--- config.mk ---
export PLATFORM = sky130hd
export DESIGN_NAME = regfile_serial_reader
export DESIGN_NICKNAME = d
export VERILOG_FILES = /design/src/rtl/regfile_serial_reader.sv
export SDC_FILE = /design/constraint.sdc
export NUM_CORES = 1
export LEC_CHECK = 0
export CAP_MARGIN = 20
export CORE_AREA = 2 2 57 59
export CTS_CLUSTER_DIAMETER = 50
export CTS_CLUSTER_SIZE = 16
export DETAILED_ROUTE_END_ITERATION = 10
export DIE_AREA = 0 0 59 61
export GPL_ROUTABILITY_DRIVEN = 0
export PLACE_DENSITY_LB_ADDON = 0.2
export SLEW_MARGIN = 20
export SYNTH_ARGS = -nofsm -noshare
export SYNTH_HDL_FRONTEND = slang
export SYNTH_SLANG_ARGS = --single-unit
--- constraint.sdc ---
create_clock -name clk -period 2.7 [get_ports clk]
set_clock_uncertainty 0.2 [all_clocks]
set_input_delay 0.81 -clock clk [delete_from_list [all_inputs] [get_ports clk]]
set_output_delay 0.81 -clock clk [all_outputs]
set_load 0.005 [all_outputs]
--- src/rtl/regfile_serial_reader.sv ---
// Reads one byte from a synchronous-read register file and sends it as a
// serial frame: start bit (0), 8 data bits MSB first, stop bit (1).
module regfile_serial_reader #(
    parameter int ADDR_W       = 3,
    parameter int CLKS_PER_BIT = 4
) (
    input  logic              clk,
    input  logic              rst_n,
    input  logic              rd_req,
    input  logic [ADDR_W-1:0] rd_addr,
    output logic [ADDR_W-1:0] rf_addr,
    output logic              rf_rd_en,
    input  logic [7:0]        rf_rdata,
    output logic              ser_out,
    output logic              busy,
    output logic              done
);

    typedef enum logic [2:0] {
        S_IDLE,
        S_FETCH,
        S_CAPTURE,
        S_START,
        S_DATA,
        S_STOP,
        S_DONE
    } state_t;

    // Terminal count of the per-bit counter; at CLKS_PER_BIT=1 this is 0,
    // so each bit leaves its state on the first cycle without underflow.
    localparam logic [7:0] CNT_LAST = 8'(CLKS_PER_BIT - 1);

    generate
        if (CLKS_PER_BIT < 1 || CLKS_PER_BIT > 255) begin : g_bad_cpb
            $error("CLKS_PER_BIT must be in 1..255");
        end
    endgenerate

    state_t            state_q, state_d;
    logic [ADDR_W-1:0] rf_addr_q, rf_addr_d;
    logic              rf_rd_en_q, rf_rd_en_d;
    logic              ser_out_q, ser_out_d;
    logic              busy_q, busy_d;
    logic              done_q, done_d;
    logic [7:0]        shift_q, shift_d;
    logic [2:0]        bit_cnt_q, bit_cnt_d;
    logic [7:0]        clk_cnt_q, clk_cnt_d;

    logic              bit_last;
    assign bit_last = (clk_cnt_q == CNT_LAST);

    always_comb begin
        state_d    = state_q;
        rf_addr_d  = rf_addr_q;
        rf_rd_en_d = 1'b0;
        ser_out_d  = ser_out_q;
        busy_d     = busy_q;
        done_d     = 1'b0;
        shift_d    = shift_q;
        bit_cnt_d  = bit_cnt_q;
        clk_cnt_d  = clk_cnt_q;

        case (state_q)
            S_IDLE: begin
                ser_out_d = 1'b1;
                busy_d    = 1'b0;
                if (rd_req) begin
                    rf_addr_d  = rd_addr;
                    rf_rd_en_d = 1'b1;
                    busy_d     = 1'b1;
                    state_d    = S_FETCH;
                end
            end
            S_FETCH: begin
                state_d = S_CAPTURE;
            end
            S_CAPTURE: begin
                // Read data is valid exactly one cycle after the read enable.
                shift_d   = rf_rdata;
                ser_out_d = 1'b0;
                clk_cnt_d = 8'd0;
                state_d   = S_START;
            end
            S_START: begin
                if (bit_last) begin
                    ser_out_d = shift_q[7];
                    bit_cnt_d = 3'd0;
                    clk_cnt_d = 8'd0;
                    state_d   = S_DATA;
                end else begin
                    clk_cnt_d = clk_cnt_q + 8'd1;
                end
            end
            S_DATA: begin
                if (bit_last) begin
                    clk_cnt_d = 8'd0;
                    if (bit_cnt_q == 3'd7) begin
                        ser_out_d = 1'b1;
                        state_d   = S_STOP;
                    end else begin
                        bit_cnt_d = bit_cnt_q + 3'd1;
                        shift_d   = {shift_q[6:0], 1'b0};
                        ser_out_d = shift_q[6];
                    end
                end else begin
                    clk_cnt_d = clk_cnt_q + 8'd1;
                end
            end
            S_STOP: begin
                if (bit_last) begin
                    clk_cnt_d = 8'd0;
                    done_d    = 1'b1;
                    state_d   = S_DONE;
                end else begin
                    clk_cnt_d = clk_cnt_q + 8'd1;
                end
            end
            S_DONE: begin
                busy_d  = 1'b0;
                state_d = S_IDLE;
            end
            default: begin
                ser_out_d = 1'b1;
                busy_d    = 1'b0;
                state_d   = S_IDLE;
            end
        endcase
    end

    always_ff @(posedge clk) begin
        if (!rst_n) begin
            state_q    <= S_IDLE;
            rf_addr_q  <= '0;
            rf_rd_en_q <= 1'b0;
            ser_out_q  <= 1'b1;
            busy_q     <= 1'b0;
            done_q     <= 1'b0;
            shift_q    <= 8'd0;
            bit_cnt_q  <= 3'd0;
            clk_cnt_q  <= 8'd0;
        end else begin
            state_q    <= state_d;
            rf_addr_q  <= rf_addr_d;
            rf_rd_en_q <= rf_rd_en_d;
            ser_out_q  <= ser_out_d;
            busy_q     <= busy_d;
            done_q     <= done_d;
            shift_q    <= shift_d;
            bit_cnt_q  <= bit_cnt_d;
            clk_cnt_q  <= clk_cnt_d;
        end
    end

    assign rf_addr  = rf_addr_q;
    assign rf_rd_en = rf_rd_en_q;
    assign ser_out  = ser_out_q;
    assign busy     = busy_q;
    assign done     = done_q;

endmodule
==> flow_metrics.env <==
export IMPL_layout_commonest_cell="dfxtp_1"
export IMPL_antenna_cells=0
export IMPL_dr_total_vias=1310
export IMPL_status="complete, no violations"
export IMPL_rsz0062_at_grt="no"
export IMPL_setup_viol=0
export IMPL_p_leak_nw=0.627
export IMPL_antenna_found_initial=0
export IMPL_ys_ff_latch=29
export IMPL_muxShareOfSynthArea=0.0865
export IMPL_synthAdderAreaFrac=0.0250
export IMPL_die_area_um2=3600
export IMPL_hold_end="bit_cnt_q[0]$_SDFFE_PN0P_"
export IMPL_dr_pass1_iters=4
export IMPL_final_cell_mix="dfxtp_1 (29), clkdlybuf4s50_1 (20), a21oi_1 (17)"
export IMPL_root_buffer="clkbuf_4"
export IMPL_synth_edf_count=0
export IMPL_clk_pin_slew_ns=0.08
export IMPL_tightest_slew_ns=0.692
export IMPL_die_x_um=59
export IMPL_cts_resized_gates=0
export IMPL_finalInstanceArea_um2=1770
export IMPL_yosysWarnings=0
export IMPL_fin_util=0.600
export IMPL_synth_simple_area_share=0.229
export IMPL_holdBufCountCts=0
export IMPL_grt_busiest_layer="met2"
export IMPL_post_cts_buffers=0
export IMPL_ir_drop_mv=0.352
export IMPL_placed_area_um2=1720
export IMPL_wl_per_cell_um=13.8
export IMPL_grt_pass1_vias=1197
export IMPL_wl_mm=3.09
export IMPL_core_area_um2=2950
export IMPL_syn_nets=188
export IMPL_cts_tree="built"
export IMPL_finalMaxSlewViolations=0
export IMPL_hpwl_mm=2.14
export IMPL_portBuffers=20
export IMPL_drive_above_1_share=0.105
export IMPL_avgSynthCellArea_um2=8.79
export IMPL_worstHoldPathCells=2
export IMPL_initial_core_util=0.509
export IMPL_use_met2=0.321
export IMPL_num_rows=20
export IMPL_grt_max_degree=23
export IMPL_cts_htree_levels=2
export IMPL_io_pins=21
export IMPL_clock_latency_ns=0.32
export IMPL_synth_cell_types=47
export IMPL_required_ns=2.75
export IMPL_min_period_over_period=0.840
export IMPL_synth_top_family_by_area="simple AND/OR/NAND/NOR gates"
export IMPL_hold_slack_ns=0.277
export IMPL_maxCapViolCount=0
export IMPL_met3_usage=0.0661
export IMPL_cp_end_kind="flop"
export IMPL_synth_compound_area_frac=0.205
export IMPL_holdCritPathClass="flop to flop"
export IMPL_rr_startpoint="clk_cnt_q[0]$_SDFFE_PN0P_"
export IMPL_die_h_um=61
export IMPL_use_met1=0.235
export IMPL_nFillCells=272
export IMPL_arrival_ns=2.31
export IMPL_hold_viol_final=0
export IMPL_finalCriticalPeriod_ns=2.27
export IMPL_ant_nets=0
export IMPL_ys_flop_type="dfxtp_1"
export IMPL_fin_total_pwr_mw=0.840
export IMPL_yosys_area_share_xor_xnor=0.0116
export IMPL_clock_path_buffers=2
export IMPL_worstHoldStart="bit_cnt_q[0]$_SDFFE_PN0P_"
export IMPL_max_slew_margin=0.538
export IMPL_critical_path_class="flop to flop"
export IMPL_syn_inst=171
export IMPL_powerDensity_nw_per_um2=474
export IMPL_ys_async_sr_fraction=0
export IMPL_drt_iter0_drc=57
export IMPL_gr_usage_all_layers=0.195
export IMPL_start_kind="flop"
export IMPL_grt_ovfl_total=0
export IMPL_syn2layout_area_growth_pct=17.8
export IMPL_timing_rr_end="shift_q[5]$_SDFFE_PN0P_"
export IMPL_r2r_slack_ns=0.43
export IMPL_synthesis_area_um2=1500
export IMPL_finalSetupTns_ns=0
export IMPL_grt_pass1_wl_mm=5.23
export IMPL_drc=0
export IMPL_r2r_cells=5
export IMPL_fmax_mhz=441
export IMPL_synth_seq_area_share=0.386
export IMPL_cts_buffers_inserted=5
export IMPL_layout_nets=208
export IMPL_crit_fanout=15
export IMPL_viasPerCell=5.85
export IMPL_cts_sink_count=29
## stage by stage
step / cells / setup WS, ns
2_1_floorplan: 171 / 0.688
3_3_place_gp: 217 / 0.351
3_5_place_dp: 217 / 0.317
4_1_cts: 224 / 0.421
5_1_grt: 224 / 0.276
6_report: 224 / 0.433
## cell families (layout without fill, tap and decap cells)
| family | after synthesis | in the layout |
|---|---|---|
| AOI/OAI and AO/OA | 50 | 50 |
| xor gates and xnor gates | 2 | 2 |
| adders and majority gates | 3 | 3 |
| buffers and inverters | 18 | 38 |
| DFF | 29 | 29 |
| muxes | 13 | 13 |
| and+or+nand+nor | 56 | 56 |
## power breakdown
group	leakage, nW	total, mW	switching [mW]	internal [mW]
registers	0.236	0.464	0.0192	0.445
clock network	0.0314	0.264	0.141	0.123
logic	0.360	0.112	0.0494	0.0626
total	0.627	0.840	0.210	0.630
## worst max path at each step
stage | from | end | slack (ns) | cells past startpoint
2_1_floorplan | bit_cnt_q[0]$_SDFFE_PN0P_ | bit_cnt_q[0]$_SDFFE_PN0P_ | 0.69 | 6
4_1_cts | clk_cnt_q[0]$_SDFFE_PN0P_ | shift_q[5]$_SDFFE_PN0P_ | 0.42 | 5
3_3_place_gp | rd_req | rf_addr[0]$_SDFFE_PN0P_ | 0.35 | 4
5_1_grt | clk_cnt_q[0]$_SDFFE_PN0P_ | shift_q[5]$_SDFFE_PN0P_ | 0.28 | 5
3_5_place_dp | rd_req | rf_addr[1]$_SDFFE_PN0P_ | 0.32 | 4
6_report | clk_cnt_q[0]$_SDFFE_PN0P_ | shift_q[5]$_SDFFE_PN0P_ | 0.43 | 5
## Yosys cell counts, types with 2 or more instances
cell type | count | area share
or3_2 | 5 | 0.025
nand3b_1 | 2 | 0.010
nor2_1 | 12 | 0.030
dfxtp_1 | 29 | 0.39
clkbuf_1 | 7 | 0.017
and2_1 | 4 | 0.017
ha_1 | 3 | 0.025
a21oi_1 | 17 | 0.057
nand2b_1 | 3 | 0.012
a22oi_1 | 3 | 0.015
mux2i_1 | 13 | 0.087
a31oi_1 | 3 | 0.012
a311oi_1 | 2 | 0.012
or3_1 | 3 | 0.012
nand2_1 | 8 | 0.020
o21ai_0 | 13 | 0.043
nor3b_1 | 3 | 0.015
buf_2 | 2 | 0.0067
inv_1 | 7 | 0.017
nand3_1 | 4 | 0.013
buf_6 | 2 | 0.015
## layer usage
metal	share of wire	vias to the layer above
met5	0	-
met1	0.46	605
met2	0.47	38
met4	0.014	0
met3	0.054	5
li1	-	662
## area by class of cell
cell class | instances | area, um2 | area share
Clock buffer | 7 | 55.1 | 0.0311
Sequential cell | 29 | 581 | 0.328
Multi-Input combinational cell | 124 | 838 | 0.473
Timing Repair Buffer | 24 | 230 | 0.130
Tap cell | 33 | 41.3 | 0.0233
Inverter | 7 | 26.3 | 0.0148
## registers in the layout, summed over array words and instances, names as in the netlist
| register | count |
|---|---|
| clk_cnt_q | 8 |
| bit_cnt_q | 3 |
| ser_out | 1 |
| done | 1 |
| shift_q | 8 |
| rf_rd_en | 1 |
| rf_addr | 3 |
| state_q | 3 |
| busy | 1 |
## critical path, stage by stage (launching register included)
cell     delay, ns
dfxtp_1       0.37
ha_1          0.23
nor4b_4       0.38
a31oi_2       0.33
or3_2         0.52
a21oi_1       0.16
(Power assumes the default switching activity.)
